## config.mk

```make
export PLATFORM = sky130hd
export DESIGN_NAME = opsg_stereo
export DESIGN_NICKNAME = d
export VERILOG_FILES = /design/src/rtl/opsg_pkg.sv /design/src/rtl/opsg_tone_gen.sv /design/src/rtl/opsg_stereo.sv
export SDC_FILE = /design/constraint.sdc
export NUM_CORES = 1
export LEC_CHECK = 0
export ABC_AREA = 1
export CAP_MARGIN = 20
export CORE_MARGIN = 4
export CORE_UTILIZATION = 50
export CTS_CLUSTER_SIZE = 12
export DETAILED_ROUTE_END_ITERATION = 10
export PLACE_DENSITY = 0.75
export RECOVER_POWER = 100
export SYNTH_ARGS = -nofsm -noshare
export SYNTH_HDL_FRONTEND = slang
export SYNTH_SLANG_ARGS = --single-unit
export TNS_END_PERCENT = 5
```

## constraint.sdc

```tcl
create_clock -name clk -period 7.3 [get_ports clk]
set_clock_uncertainty 0.15 [all_clocks]
set_input_delay 1.46 -clock clk [delete_from_list [all_inputs] [get_ports clk]]
set_output_delay 1.46 -clock clk [all_outputs]
set_load 0.005 [all_outputs]
```

## src/rtl/opsg_pkg.sv

```systemverilog
`default_nettype none
//==[ opsg_pkg : latch/channel constants, noise reloads, 2 dB attenuation table | rev 1.0 ]==
package opsg_pkg;

  typedef enum logic [1:0] {
    CH_TONE1 = 2'd0,
    CH_TONE2 = 2'd1,
    CH_TONE3 = 2'd2,
    CH_NOISE = 2'd3
  } chan_e;

  typedef struct packed {
    chan_e ch;
    logic  vol;
  } latch_t;

  localparam latch_t     c_latch_rst = '{ch: CH_TONE1, vol: 1'b0};
  localparam int unsigned c_num_tones = 3;
  localparam logic [6:0] c_nrel_16   = 7'h10;
  localparam logic [6:0] c_nrel_32   = 7'h20;
  localparam logic [6:0] c_nrel_64   = 7'h40;

  function automatic logic [6:0] noise_reload(input logic [1:0] rate);
    logic [6:0] r;
    case (rate)
      2'd0:    r = c_nrel_16;
      2'd1:    r = c_nrel_32;
      2'd2:    r = c_nrel_64;
      default: r = c_nrel_16;
    endcase
    return r;
  endfunction

  // 10^(-att/10) in Q0.24, so amp = floor(max_volume * frac / 2^24).
  function automatic logic [31:0] amp(input logic [3:0] att, input int unsigned max_volume);
    logic [24:0] frac;
    logic [63:0] prod;
    case (att)
      4'd0:    frac = 25'd16777216;
      4'd1:    frac = 25'd13326616;
      4'd2:    frac = 25'd10585708;
      4'd3:    frac = 25'd8408526;
      4'd4:    frac = 25'd6679130;
      4'd5:    frac = 25'd5305421;
      4'd6:    frac = 25'd4214246;
      4'd7:    frac = 25'd3347495;
      4'd8:    frac = 25'd2659010;
      4'd9:    frac = 25'd2112126;
      4'd10:   frac = 25'd1677722;
      4'd11:   frac = 25'd1332662;
      4'd12:   frac = 25'd1058571;
      4'd13:   frac = 25'd840853;
      4'd14:   frac = 25'd667913;
      default: frac = 25'd0;
    endcase
    prod = 64'(max_volume) * 64'(frac);
    return 32'(prod >> 24);
  endfunction

endpackage
`default_nettype wire

```

## src/rtl/opsg_tone_gen.sv

```systemverilog
`default_nettype none
//==[ opsg_tone_gen : 10-bit tone divider, toggles on reload, DC for period 0/1 | rev 1.0 ]==
module opsg_tone_gen (
  input  logic       clk,
  input  logic       n_rst,
  input  logic       tick_i,
  input  logic [9:0] period_i,
  output logic       out_o,
  output logic       toggle_o
);

  logic [9:0] cnt_q, cnt_d;
  logic       out_q, out_d;

  always_comb begin
    cnt_d    = cnt_q;
    out_d    = out_q;
    toggle_o = 1'b0;
    if (tick_i) begin
      if (period_i <= 10'd1) begin
        out_d = 1'b1;
      end else if (cnt_q == 10'd0) begin
        cnt_d    = period_i;
        out_d    = ~out_q;
        toggle_o = 1'b1;
      end else begin
        cnt_d = cnt_q - 10'd1;
      end
    end
  end

  always_ff @(posedge clk or negedge n_rst) begin
    if (!n_rst) begin
      cnt_q <= 10'd0;
      out_q <= 1'b0;
    end else begin
      cnt_q <= cnt_d;
      out_q <= out_d;
    end
  end

  assign out_o = out_q;

endmodule
`default_nettype wire

```

## src/rtl/opsg_stereo.sv

```systemverilog
`default_nettype none
//==[ opsg_stereo : SN76489-compatible PSG, configurable LFSR, stereo pan, saturating mixer | rev 1.0 ]==
module opsg_stereo
  import opsg_pkg::*;
#(
  parameter int unsigned       CLK_DIV    = 4,
  parameter int unsigned       MAX_VOLUME = 2048,
  parameter int unsigned       OUT_W      = 16,
  parameter int unsigned       LFSR_W     = 16,
  parameter logic [LFSR_W-1:0] LFSR_TAPS  = 'h0009
) (
  input  logic             clk,
  input  logic             n_rst,
  input  logic             n_wr,
  input  logic             n_wr_stereo,
  input  logic [7:0]       data,
  output logic             ch1,
  output logic             ch2,
  output logic             ch3,
  output logic             ch4,
  output logic [OUT_W-1:0] audio_left,
  output logic [OUT_W-1:0] audio_right,
  output logic             sample_valid
);

  localparam int unsigned       c_pre_top = 16 * CLK_DIV - 1;
  localparam int unsigned       c_pre_w   = $clog2(16 * CLK_DIV);
  localparam logic [LFSR_W-1:0] c_seed    = {1'b1, {(LFSR_W-1){1'b0}}};
  localparam logic [33:0]       c_sat     = 34'((64'd1 << OUT_W) - 64'd1);

  logic [c_pre_w-1:0] presc_q;
  logic               w_tick, tick_q;
  logic               wr_prev_q, wrs_prev_q, w_wr, w_wrs;

  latch_t      latch_q, latch_d;
  logic [9:0]  period_q [c_num_tones];
  logic [9:0]  period_d [c_num_tones];
  logic [3:0]  att_q [4];
  logic [3:0]  att_d [4];
  logic [2:0]  nctrl_q, nctrl_d;
  logic [7:0]  stereo_q;
  chan_e       w_ch;
  logic        w_vol, w_noise_wr;

  logic [6:0]        ncnt_q, ncnt_d;
  logic              ntog_q, ntog_d;
  logic [LFSR_W-1:0] lfsr_q, lfsr_d;
  logic              w_rise, w_fb;

  logic [2:0]       w_ch_out, w_tog;
  logic             w_unused_tog;
  logic [3:0]       w_ch_on;
  logic [33:0]      w_sum_l, w_sum_r;
  logic [OUT_W-1:0] audio_l_q, audio_r_q;
  logic             sv_q;

  assign w_tick = (presc_q == c_pre_w'(c_pre_top));
  // A write fires only on the first low cycle following a high one.
  assign w_wr   = ~n_wr & wr_prev_q;
  assign w_wrs  = ~n_wr_stereo & wrs_prev_q;

  for (genvar k = 0; k < c_num_tones; k++) begin : g_tone
    opsg_tone_gen u_tone (
      .clk      (clk),
      .n_rst    (n_rst),
      .tick_i   (w_tick),
      .period_i (period_q[k]),
      .out_o    (w_ch_out[k]),
      .toggle_o (w_tog[k])
    );
  end

  assign w_unused_tog = ^w_tog[1:0];

  always_comb begin
    latch_d    = latch_q;
    period_d   = period_q;
    att_d      = att_q;
    nctrl_d    = nctrl_q;
    w_noise_wr = 1'b0;
    w_ch       = data[7] ? chan_e'(data[6:5]) : latch_q.ch;
    w_vol      = data[7] ? data[4] : latch_q.vol;
    if (w_wr) begin
      if (data[7]) begin
        latch_d.ch  = chan_e'(data[6:5]);
        latch_d.vol = data[4];
      end
      if (w_vol) begin
        att_d[w_ch] = data[3:0];
      end else if (w_ch == CH_NOISE) begin
        nctrl_d    = data[2:0];
        w_noise_wr = 1'b1;
      end else if (data[7]) begin
        period_d[w_ch][3:0] = data[3:0];
      end else begin
        period_d[w_ch][9:4] = data[5:0];
      end
    end
  end

  // Rate 3 follows tone3's output rising; otherwise an internal divided toggle.
  always_comb begin
    ncnt_d = ncnt_q;
    ntog_d = ntog_q;
    w_rise = 1'b0;
    if (nctrl_q[1:0] == 2'b11) begin
      w_rise = w_tog[2] & ~w_ch_out[2];
    end else if (w_tick) begin
      if (ncnt_q == 7'd0) begin
        ncnt_d = noise_reload(nctrl_q[1:0]);
        ntog_d = ~ntog_q;
        w_rise = ~ntog_q;
      end else begin
        ncnt_d = ncnt_q - 7'd1;
      end
    end
    w_fb   = nctrl_q[2] ? ^(lfsr_q & LFSR_TAPS) : lfsr_q[0];
    lfsr_d = lfsr_q;
    if (w_noise_wr) begin
      lfsr_d = c_seed;
    end else if (w_rise) begin
      lfsr_d = {w_fb, lfsr_q[LFSR_W-1:1]};
    end
  end

  assign w_ch_on = {lfsr_q[0], w_ch_out};

  always_comb begin
    w_sum_l = 34'd0;
    w_sum_r = 34'd0;
    for (int n = 0; n < 4; n++) begin
      if (w_ch_on[n] && stereo_q[4+n]) w_sum_l = w_sum_l + 34'(amp(att_q[n], MAX_VOLUME));
      if (w_ch_on[n] && stereo_q[n])   w_sum_r = w_sum_r + 34'(amp(att_q[n], MAX_VOLUME));
    end
  end

  always_ff @(posedge clk or negedge n_rst) begin
    if (!n_rst) begin
      presc_q    <= '0;
      tick_q     <= 1'b0;
      wr_prev_q  <= 1'b1;
      wrs_prev_q <= 1'b1;
      latch_q    <= c_latch_rst;
      for (int k = 0; k < c_num_tones; k++) period_q[k] <= 10'd0;
      for (int k = 0; k < 4; k++) att_q[k] <= 4'hF;
      nctrl_q    <= 3'd0;
      stereo_q   <= 8'hFF;
      ncnt_q     <= 7'd0;
      ntog_q     <= 1'b0;
      lfsr_q     <= c_seed;
      audio_l_q  <= '0;
      audio_r_q  <= '0;
      sv_q       <= 1'b0;
    end else begin
      presc_q    <= w_tick ? '0 : presc_q + c_pre_w'(1);
      tick_q     <= w_tick;
      wr_prev_q  <= n_wr;
      wrs_prev_q <= n_wr_stereo;
      latch_q    <= latch_d;
      period_q   <= period_d;
      att_q      <= att_d;
      nctrl_q    <= nctrl_d;
      if (w_wrs) stereo_q <= data;
      ncnt_q     <= ncnt_d;
      ntog_q     <= ntog_d;
      lfsr_q     <= lfsr_d;
      sv_q       <= tick_q;
      if (tick_q) begin
        audio_l_q <= (w_sum_l > c_sat) ? {OUT_W{1'b1}} : w_sum_l[OUT_W-1:0];
        audio_r_q <= (w_sum_r > c_sat) ? {OUT_W{1'b1}} : w_sum_r[OUT_W-1:0];
      end
    end
  end

  assign ch1          = w_ch_out[0];
  assign ch2          = w_ch_out[1];
  assign ch3          = w_ch_out[2];
  assign ch4          = lfsr_q[0];
  assign audio_left   = audio_l_q;
  assign audio_right  = audio_r_q;
  assign sample_valid = sv_q;

endmodule
`default_nettype wire

```

==> flow_summary.toml, run 1 <==
[layout]
area.growth.synth_to_final_pct = 9.17
final_cells = 2173
fill_cells = 2392
drive_gt1_share_pct = 5.25
diodes = 0
fin_nets = 1953

[pwr]
p_per_area_nw_per_um2 = 243
switching_share_pct = 43.2
seq_power_share_pct = 34.1
combinationalPowerShare_pct = 38.8
intPower_mw = 1.89
clkPwrFrac_pct = 27.1
p_total_mw = 3.33
p_sw_mw = 1.44
peakVddDrop_mv = 0.169
power_leakage_nw = 7.32

[die]
die_area_um2 = 27700
rows = 57
die_y_um = 166
io_pins = 49
die_w_um = 166
coreArea_um2 = 24500
start_util_pct = 51.1

[drt]
drc_errors = 0
wl_per_cell_um = 15.4
totalWireLength_mm = 33.4
vias = 11900
ant_nets = 0
drt_pass1_iterations = 7
drtIter0Drc = 967
viasPerCell = 5.49

[timing]
fin_crit_sh_pct = 83.3
max_clock_freq_mhz = 165
rsz0062_at_grt = "no"
worst_pin_slew_ps = 4530
relSlewSlack_pct = -202
finalSetupViolations = 0
worst_slack_ps = 1220
fin_tns_setup_ps = 0
post-route-min-period_ps = 6080
slew_viol_final = 89
hold_viol = 0

[synth]
synth_cell_type_count = 51
asyncSetResetFlopFracSynth_pct = 100
yosysTopAreaCellShare_pct = 25.9
yosysMostFrequentCell = "nand2_1"
ys_seq_area_share_pct = 31.6
syn-mean-instance-area_um2 = 6.91
synth_area_leaders = "dfrtp_1 (26%), nand2_1 (15%), ha_1 (9.9%), o21ai_0 (8.5%), inv_1 (6.9%)"
ys_warn_count = 0
synth_top_cell_by_area = "dfrtp_1"
synth_ff_type = "dfrtp_1"
synthCells = 1815
synth-seq-cells = 157
synth_common_cells = "nand2_1 (486), inv_1 (229), o21ai_0 (212), dfrtp_1 (130), nor2_1 (130)"
synth-edff-count = 0
syn-cell-area_um2 = 12500

[status]
violations = "capacitance limit, slew limit"
status = "finished, violations left"

[worst_setup_path]
r2r_end = "audio_left[14]$_DFFE_PN0P_"
crit_type = "flip-flop to flip-flop"
cp-end-kind = "flip-flop"
cp_max_fo = 8
cpLargestDelayFamily = "simple AND/OR/NAND/NOR gates"
arrival_ps = 6260
reg2reg_depth = 32
cpPeakStageDelay_ps = 660
cp-start-kind = "flip-flop"
crit_slowest_cell = "dfstp_1"
cpMostUsedCell = "nand2_1"
crit_required_ps = 7480
critPathBufInv = 2
r2r_slack_ps = 1220
reg2reg_from = "att_q[9]$_DFFE_PN1P_"

[clocking]
clockRootBuffer = "clkbuf_16"
clockBufferDepth = 2
cts_resized = 0
cts_sinks = 157
h-tree-depth = 4
cts_tree = "built"
path_clk_slew_ps = 80
cts_buffers = 17
cts_hold_buf = 0
clkLatencyLatePin_ps = 440
postCtsSetupRepairBufs = 0

[global_route]
grt.total_usage_pct = 23.8
grt_first_pass_wirelength_mm = 55.3
grt_pass1_vias = 11200
antenna_found_initial = 0
grt_max_degree = 89
grt_overflow = 0

[hold_path]
holdPathStages = 2
min_path_type = "flip-flop to flip-flop"
hp-start = "audio_right[2]$_DFFE_PN0P_"
whs_endpoint = "audio_right[2]$_DFFE_PN0P_"

[place]
place_ws_ps = 1480
placed_cells = 2141
io_buffers = 46
hpwl_mm = 25.1
gp_congestion = 0.948

[flow_run]
maxCapViolCount = 1
[layer usage]
layer / vias up / wire length (um) / part of all wire [%] / global-route usage [%]
met2: 289 / 15900 / 48 / 40.1
met4: 0 / 698 / 2.1 / 6.83
met5: - / 0 / 0 / 0
li1: 6018 / - / - / -
met1: 5578 / 15300 / 46 / 32.5
met3: 52 / 1460 / 4.4 / 2.77
[power by group through the flow]
stage	clock, mW	sequential, mW	combinational, mW
finish	0.900	1.14	1.29
detailed placement	0	1.15	1.26
CTS	0.915	1.13	1.28
global route	0.948	1.16	1.47
floorplan	0	1.08	0.986
global placement	0	1.14	1.25
[cell type report]
| cell class | count | area [um^2] | area share [%] |
|---|---|---|---|
| clock buffer | 17 | 425 | 3.11 |
| clock inverter | 15 | 173 | 1.26 |
| inverter | 241 | 910 | 6.64 |
| multi-input combinational | 1369 | 7350 | 53.6 |
| sequential | 157 | 3960 | 28.9 |
| tap | 324 | 405 | 2.96 |
| timing repair buffer | 50 | 477 | 3.48 |
[state kept, by name, summed over array words and instances, names as in the netlist, 7 cells and up]
signal and count:
g_tone.u_tone.cnt_q 30, ncnt_q 7, att_q 16, lfsr_q 16, period_q 30, audio_left 15
stereo_q 8, audio_right 15
[worst min-delay path: cells and delay by family (launching register included)]
family,cells,cell delay (ps)
flip-flops,1,350
AND/OR/NAND/NOR,2,100
[through the flow]
stage	instance area [um^2]	util [%]	hold WS [ps]
after floorplan	12600	-	220
after global placement	13200	53.9	306
after detailed placement	13200	53.9	316
after CTS	13800	56.3	331
after global routing	13700	55.8	357
final	13700	55.8	330
[placed cells by master, fill, tap and decap left out, types with 4 or more instances in the layout]
cell type	n
nand3_2	5
inv_8	4
nor2_1	133
clkdlybuf4s50_1	7
clkinv_8	5
o211ai_1	21
fa_1	6
a21oi_1	105
nor4_1	4
dfrtp_1	130
nand3b_1	9
nand4_1	13
o21bai_1	6
nand2_1	486
a21o_1	7
nand3_1	113
a31oi_1	6
a21boi_0	4
a211oi_1	4
inv_2	5
or2_2	13
xor2_1	28
dfstp_2	25
clkbuf_16	17
o22ai_1	7
nor3_1	31
o21ai_0	226
clkinv_1	4
inv_1	229
o2111ai_1	4
ha_1	99
dlygate4sd3_1	38
xnor2_1	11
[cells by family (layout without fill, tap and decap cells)]
family	count (synthesis)	after routing	synth area share, %
xor gates and xnor gates	39	39	2.72
and+or+nand+nor	815	815	27.6
muxes	2	2	0.170
adders and majority gates	105	105	10.8
other	1	2	0.0299
AOI/OAI and AO/OA	406	406	18.0
DFF	157	157	31.6
buffers and inverters	290	323	9.09
[how the worst max path moves through the flow]
stage,cells after the start,start,endpoint
3_5_place_dp,32,att_q[8]$_DFFE_PN1P_,audio_left[14]$_DFFE_PN0P_
4_1_cts,34,att_q[12]$_DFFE_PN1P_,audio_left[14]$_DFFE_PN0P_
5_1_grt,36,att_q[12]$_DFFE_PN1P_,audio_left[13]$_DFFE_PN0P_
3_3_place_gp,34,att_q[12]$_DFFE_PN1P_,audio_left[13]$_DFFE_PN0P_
2_1_floorplan,29,att_q[10]$_DFFE_PN1P_,audio_left[13]$_DFFE_PN0P_
6_report,32,att_q[9]$_DFFE_PN1P_,audio_left[14]$_DFFE_PN0P_
Note: power is estimated with default switching activity, not from simulation.
==> inputs of run 2 (changes only) <==
clock period = 5.9 ns   (was 7.3 ns; I/O delays follow)
==> run 2 against run 1 <==
The run now ends clean. Largest cell class unchanged. Sequential share of layout area shrank 0.84 points. Flip-flop and latch count is the same. Hold slack lost 14 ps.
==> flow_summary.toml, run 2 (synthesis gave the netlist of run 1 again) <==
[place]
placed_cells = 2146
hpwl_mm = 24.9
gp_congestion = 0.953
io_buffers = 46

[worst_setup_path]
cp-startpoint = "att_q[12]$_DFFE_PN1P_"
arrival_ps = 5750
cp-start-kind = "flip-flop"
r2r_slack_ps = 330
reg2reg_depth = 31
crit_type = "flip-flop to flip-flop"
crit_slowest_cell = "dfstp_2"
reg2reg_from = "att_q[12]$_DFFE_PN1P_"
crit_required_ps = 6080
cpMostUsedCell = "nand2_1"
cp-end-kind = "flip-flop"
cpPeakStageDelay_ps = 600
endpoint = "audio_left[14]$_DFFE_PN0P_"
cp_max_fo = 7
r2r_end = "audio_left[14]$_DFFE_PN0P_"

[drt]
totalWireLength_mm = 33.2
drt_pass1_iterations = 6
ant_nets = 0
drc_errors = 0
drtIter0Drc = 1063
wl_per_cell_um = 15.1
viasPerCell = 5.49
vias = 12000

[global_route]
antenna_found_initial = 0
grt_overflow = 0
grt_first_pass_wirelength_mm = 54.8
grt_pass1_vias = 11300
grt_max_degree = 89
grt.total_usage_pct = 23.7

[timing]
slew_viol_final = 0
finalSetupViolations = 0
fin_crit_sh_pct = 94.4
relSlewSlack_pct = 34.2
rsz0062_at_grt = "yes"
whs_ps = 316
max_clock_freq_mhz = 180
fin_tns_setup_ps = 0
worst_pin_slew_ps = 987
post-route-min-period_ps = 5570
hold_viol = 0

[pwr]
p_per_area_nw_per_um2 = 301
seq_power_share_pct = 33.0
combinationalPowerShare_pct = 40.5
clkPwrFrac_pct = 26.6
peakVddDrop_mv = 0.196
intPower_mw = 2.43
power_leakage_nw = 7.33
switching_share_pct = 42.9
p_total_mw = 4.25
p_sw_mw = 1.82

[clocking]
path_clk_slew_ps = 80
h-tree-depth = 4
cts_sinks = 157
clkLatencyLatePin_ps = 430
cts_tree = "built"
cts_hold_buf = 0
clockRootBuffer = "clkbuf_16"
clockBufferDepth = 2
cts_buffers = 17

[die]
coreArea_um2 = 24500
die_area_um2 = 27700
start_util_pct = 51.1
die_w_um = 166
die_y_um = 166
io_pins = 49
rows = 57

[layout]
drive_gt1_share_pct = 9.04
diodes = 0
final_common_cell = "nand2_1"
final_cells = 2194
fin_nets = 1974
area.growth.synth_to_final_pct = 12.6
top_regs = "g_tone.u_tone.cnt_q (30), period_q (30)"
layout_common_cells = "nand2_1 (484), inv_1 (226), o21ai_0 (207)"
fill_cells = 2296

[flow_run]
maxCapViolCount = 0

[status]
status = "finished clean"

[hold_path]
min_path_type = "flip-flop to flip-flop"
holdPathStages = 1
-- run 2: changes by cell type in the layout (fill, tap and decap cells not counted), sizes merged, moves of 3 or more --
cell / before / now
clkdlybuf4s50: 7 / 45
buf: 2 / 25
clkinvlp: 4 / 1
clkinv: 10 / 6
inv: 242 / 248
dlygate4sd3: 38 / 0
-- run 2: what timing repair did --
action | in CTS | in global routing
endpoints found under the setup margin | 0 | 13
endpoints found under the hold margin | 0 | 0
gates resized for setup | 0 | 37
buffers inserted | 0 | 16
-- run 2: worst min-delay path by stage --
stage	endpoint	from
2_1_floorplan	sample_valid$_DFF_PN0_	tick_q$_DFF_PN0_
3_3_place_gp	presc_q[0]$_DFF_PN0_	presc_q[0]$_DFF_PN0_
3_5_place_dp	presc_q[0]$_DFF_PN0_	presc_q[0]$_DFF_PN0_
4_1_cts	presc_q[0]$_DFF_PN0_	presc_q[0]$_DFF_PN0_
5_1_grt	stereo_q[4]$_DFFE_PN1P_	stereo_q[4]$_DFFE_PN1P_
6_report	presc_q[0]$_DFF_PN0_	presc_q[0]$_DFF_PN0_
-- run 2: area by class of cell --
| class | count | area, um^2 | share of cell area, % |
|---|---|---|---|
| clock buffer | 18 | 439 | 3.11 |
| inverter | 241 | 916 | 6.48 |
| clock inverter | 14 | 160 | 1.13 |
| sequential | 157 | 3970 | 28.1 |
| multi-input combinational | 1369 | 7590 | 53.7 |
| tap | 324 | 405 | 2.87 |
| timing repair buffer | 71 | 647 | 4.58 |
-- run 2: metrics by stage --
stage / setup WS, ps / utilization [%] / cell area [um^2]
6_report: 333 / 57.6 / 14100
5_1_grt: -119 / 57.6 / 14100
4_1_cts: 92.4 / 56.5 / 13900
3_5_place_dp: 108 / 54.0 / 13300
3_3_place_gp: 307 / 54.0 / 13300
2_1_floorplan: 767 / - / 12600
-- run 2: power by group through the flow --
stage                     Combinational (mW)  Sequential [mW]  Clock (mW)
after floorplan                         1.22             1.34           0
after global placement                  1.54             1.42           0
after detailed placement                1.56             1.42           0
after CTS                               1.57             1.40        1.15
after global routing                    1.93             1.42        1.20
final                                   1.72             1.40        1.13
-- run 2: metal layers --
| metal | global-route usage [%] | vias up | share of wire (%) |
|---|---|---|---|
| met2 | 40.4 | 325 | 48 |
| li1 | - | 6049 | - |
| met3 | 3.67 | 55 | 4.8 |
| met1 | 31.4 | 5617 | 45 |
| met4 | 6.76 | 0 | 1.8 |
| met5 | 0 | - | 0 |
-- run 2: critical path, delay by kind of cell (launching register included) --
| family | cells | cell delay, ps |
|---|---|---|
| flip-flops | 1 | 600 |
| AO/OA/AOI/OAI | 8 | 1380 |
| adder cells (fa/ha/maj) | 4 | 1190 |
| AND/OR/NAND/NOR | 15 | 1600 |
| buffers and inverters | 3 | 260 |
| multiplexers | 1 | 270 |
==> inputs of run 3 (changes only) <==
CORE_MARGIN = 2   (was 4)
==> run 3 against run 2 <==
The run now ends with capacitance limit, slew limit left. Hold slack better by 13 ps. Non-clock buffer count decreased by 5. First-iteration DRC count grew 4.0%. Setup slack gained 52 ps. Flip-flop and latch count is the same. Power fell by 1.1%. Sequential share of layout area is 0.21 points higher. Via count is 0.13% higher. Register-to-register slack gained 50 ps. Sequential power hardly changed. Clock power barely moved. Largest power group unchanged.
==> flow_summary.toml, run 3 (synthesis gave the netlist of run 1 again) <==
[status]
status = "finished, violations left"
violations = "capacitance limit, slew limit"

[layout]
top_regs = "g_tone.u_tone.cnt_q (30), period_q (30)"
diodes = 0
layout_common_cells = "nand2_1 (483), inv_1 (226), o21ai_0 (215)"
final_cells = 2189
fin_nets = 1969
design_area_um2 = 14000
final_common_cell = "nand2_1"
area.growth.synth_to_final_pct = 11.6
fill_cells = 2276
drive_gt1_share_pct = 8.04

[drt]
wl_per_cell_um = 15.0
vias = 12100
drt_pass1_iterations = 6
viasPerCell = 5.51
drtIter0Drc = 1106
drc_errors = 0
totalWireLength_mm = 32.9
ant_nets = 0

[clocking]
cts_hold_buf = 0
h-tree-depth = 4
clockRootBuffer = "clkbuf_16"
cts_buffers = 17
path_clk_slew_ps = 80
cts_sinks = 157
clockBufferDepth = 2
clkLatencyLatePin_ps = 440
cts_tree = "built"

[pwr]
p_per_area_nw_per_um2 = 300
peakVddDrop_mv = 0.202
p_total_mw = 4.21
power_leakage_nw = 7.40

[worst_setup_path]
reg2reg_from = "att_q[15]$_DFFE_PN1P_"
cp.depth = 34
cpMostUsedCell = "nand2_1"
r2r_end = "audio_right[12]$_DFFE_PN0P_"
crit_required_ps = 6090
cp_max_fo = 13
crit_type = "flip-flop to flip-flop"
reg2reg_depth = 34
endpoint = "audio_right[12]$_DFFE_PN0P_"
cp-start-kind = "flip-flop"
cpLargestDelayFamily = "simple AND/OR/NAND/NOR gates"
crit_slowest_cell = "dfstp_2"
arrival_ps = 5700
cp-startpoint = "att_q[15]$_DFFE_PN1P_"
cpPeakStageDelay_ps = 600
cp-end-kind = "flip-flop"
critPathBufInv = 3
r2r_slack_ps = 380

[flow_run]
maxCapViolCount = 2

[global_route]
grt_first_pass_wirelength_mm = 53.8
grt_max_degree = 95
grt_overflow = 0
grt_pass1_vias = 11200
antenna_found_initial = 0
grt.total_usage_pct = 25.3

[die]
die_y_um = 162
start_util_pct = 51.3
io_pins = 49
die_w_um = 162
rows = 57
die_area_um2 = 26400
coreArea_um2 = 24500

[place]
place_area_um2 = 13300
place_ws_ps = 150
gp_congestion = 0.950
placed_cells = 2146
io_buffers = 46
hpwl_mm = 24.6

[timing]
whs_ps = 329
worst_pin_slew_ps = 2380
worst_slack_ps = 385
finalSetupViolations = 0
post-route-min-period_ps = 5520
slew_viol_final = 137
max_clock_freq_mhz = 181
fin_crit_sh_pct = 93.5
hold_viol = 0
relSlewSlack_pct = -58.9

[hold_path]
min_path_type = "flip-flop to flip-flop"
==> run 3: cell type report <==
cell class	count	area, um^2	share of cell area (%)
inverter	241	910	6.50
timing repair buffer	66	594	4.24
tap	324	405	2.89
clock buffer	17	425	3.04
multi-input combinational	1369	7540	53.8
clock inverter	15	168	1.20
sequential	157	3960	28.3
==> run 3: layer usage <==
metal | up-vias | GRT usage (%) | part of all wire, %
met1 | 5617 | 33.5 | 45
li1 | 6046 | - | -
met4 | 0 | 8.69 | 2.7
met3 | 67 | 3.26 | 5.0
met2 | 332 | 42.9 | 48
met5 | - | 0 | 0
==> run 3: repair_timing <==
item	CTS	global route
setup endpoints to repair	0	15
gates resized for setup	0	47
buffers inserted	0	11
==> run 3: per-stage QoR <==
step                      util [%]  TNS (ps)
final                         57.3         0
after global routing          57.3      -169
after CTS                     56.6         0
after detailed placement      54.2         0
after global placement        54.2         0
after floorplan                  -         0
==> run 3: where the power goes <==
part           total [mW]  switching, mW  internal, mW
clock                1.11          0.537         0.570
sequential           1.40          0.163          1.24
combinational        1.70           1.11         0.590
total                4.21           1.81          2.40
==> run 3: worst min-delay path, stage by stage (launching register included) <==
cell,delay (ps)
dfrtp_1,350
nand2_1,50
nand2_1,50
==> run 3: worst min-delay path by stage <==
stage,startpoint,slack [ps],depth (start not counted),endpoint
after floorplan,tick_q$_DFF_PN0_,220,0,sample_valid$_DFF_PN0_
after global placement,presc_q[0]$_DFF_PN0_,300,1,presc_q[0]$_DFF_PN0_
after detailed placement,audio_right[13]$_DFFE_PN0P_,320,2,audio_right[13]$_DFFE_PN0P_
after CTS,audio_right[13]$_DFFE_PN0P_,340,2,audio_right[13]$_DFFE_PN0P_
after global routing,audio_left[5]$_DFFE_PN0P_,340,2,audio_left[5]$_DFFE_PN0P_
final,audio_right[10]$_DFFE_PN0P_,330,2,audio_right[10]$_DFFE_PN0P_
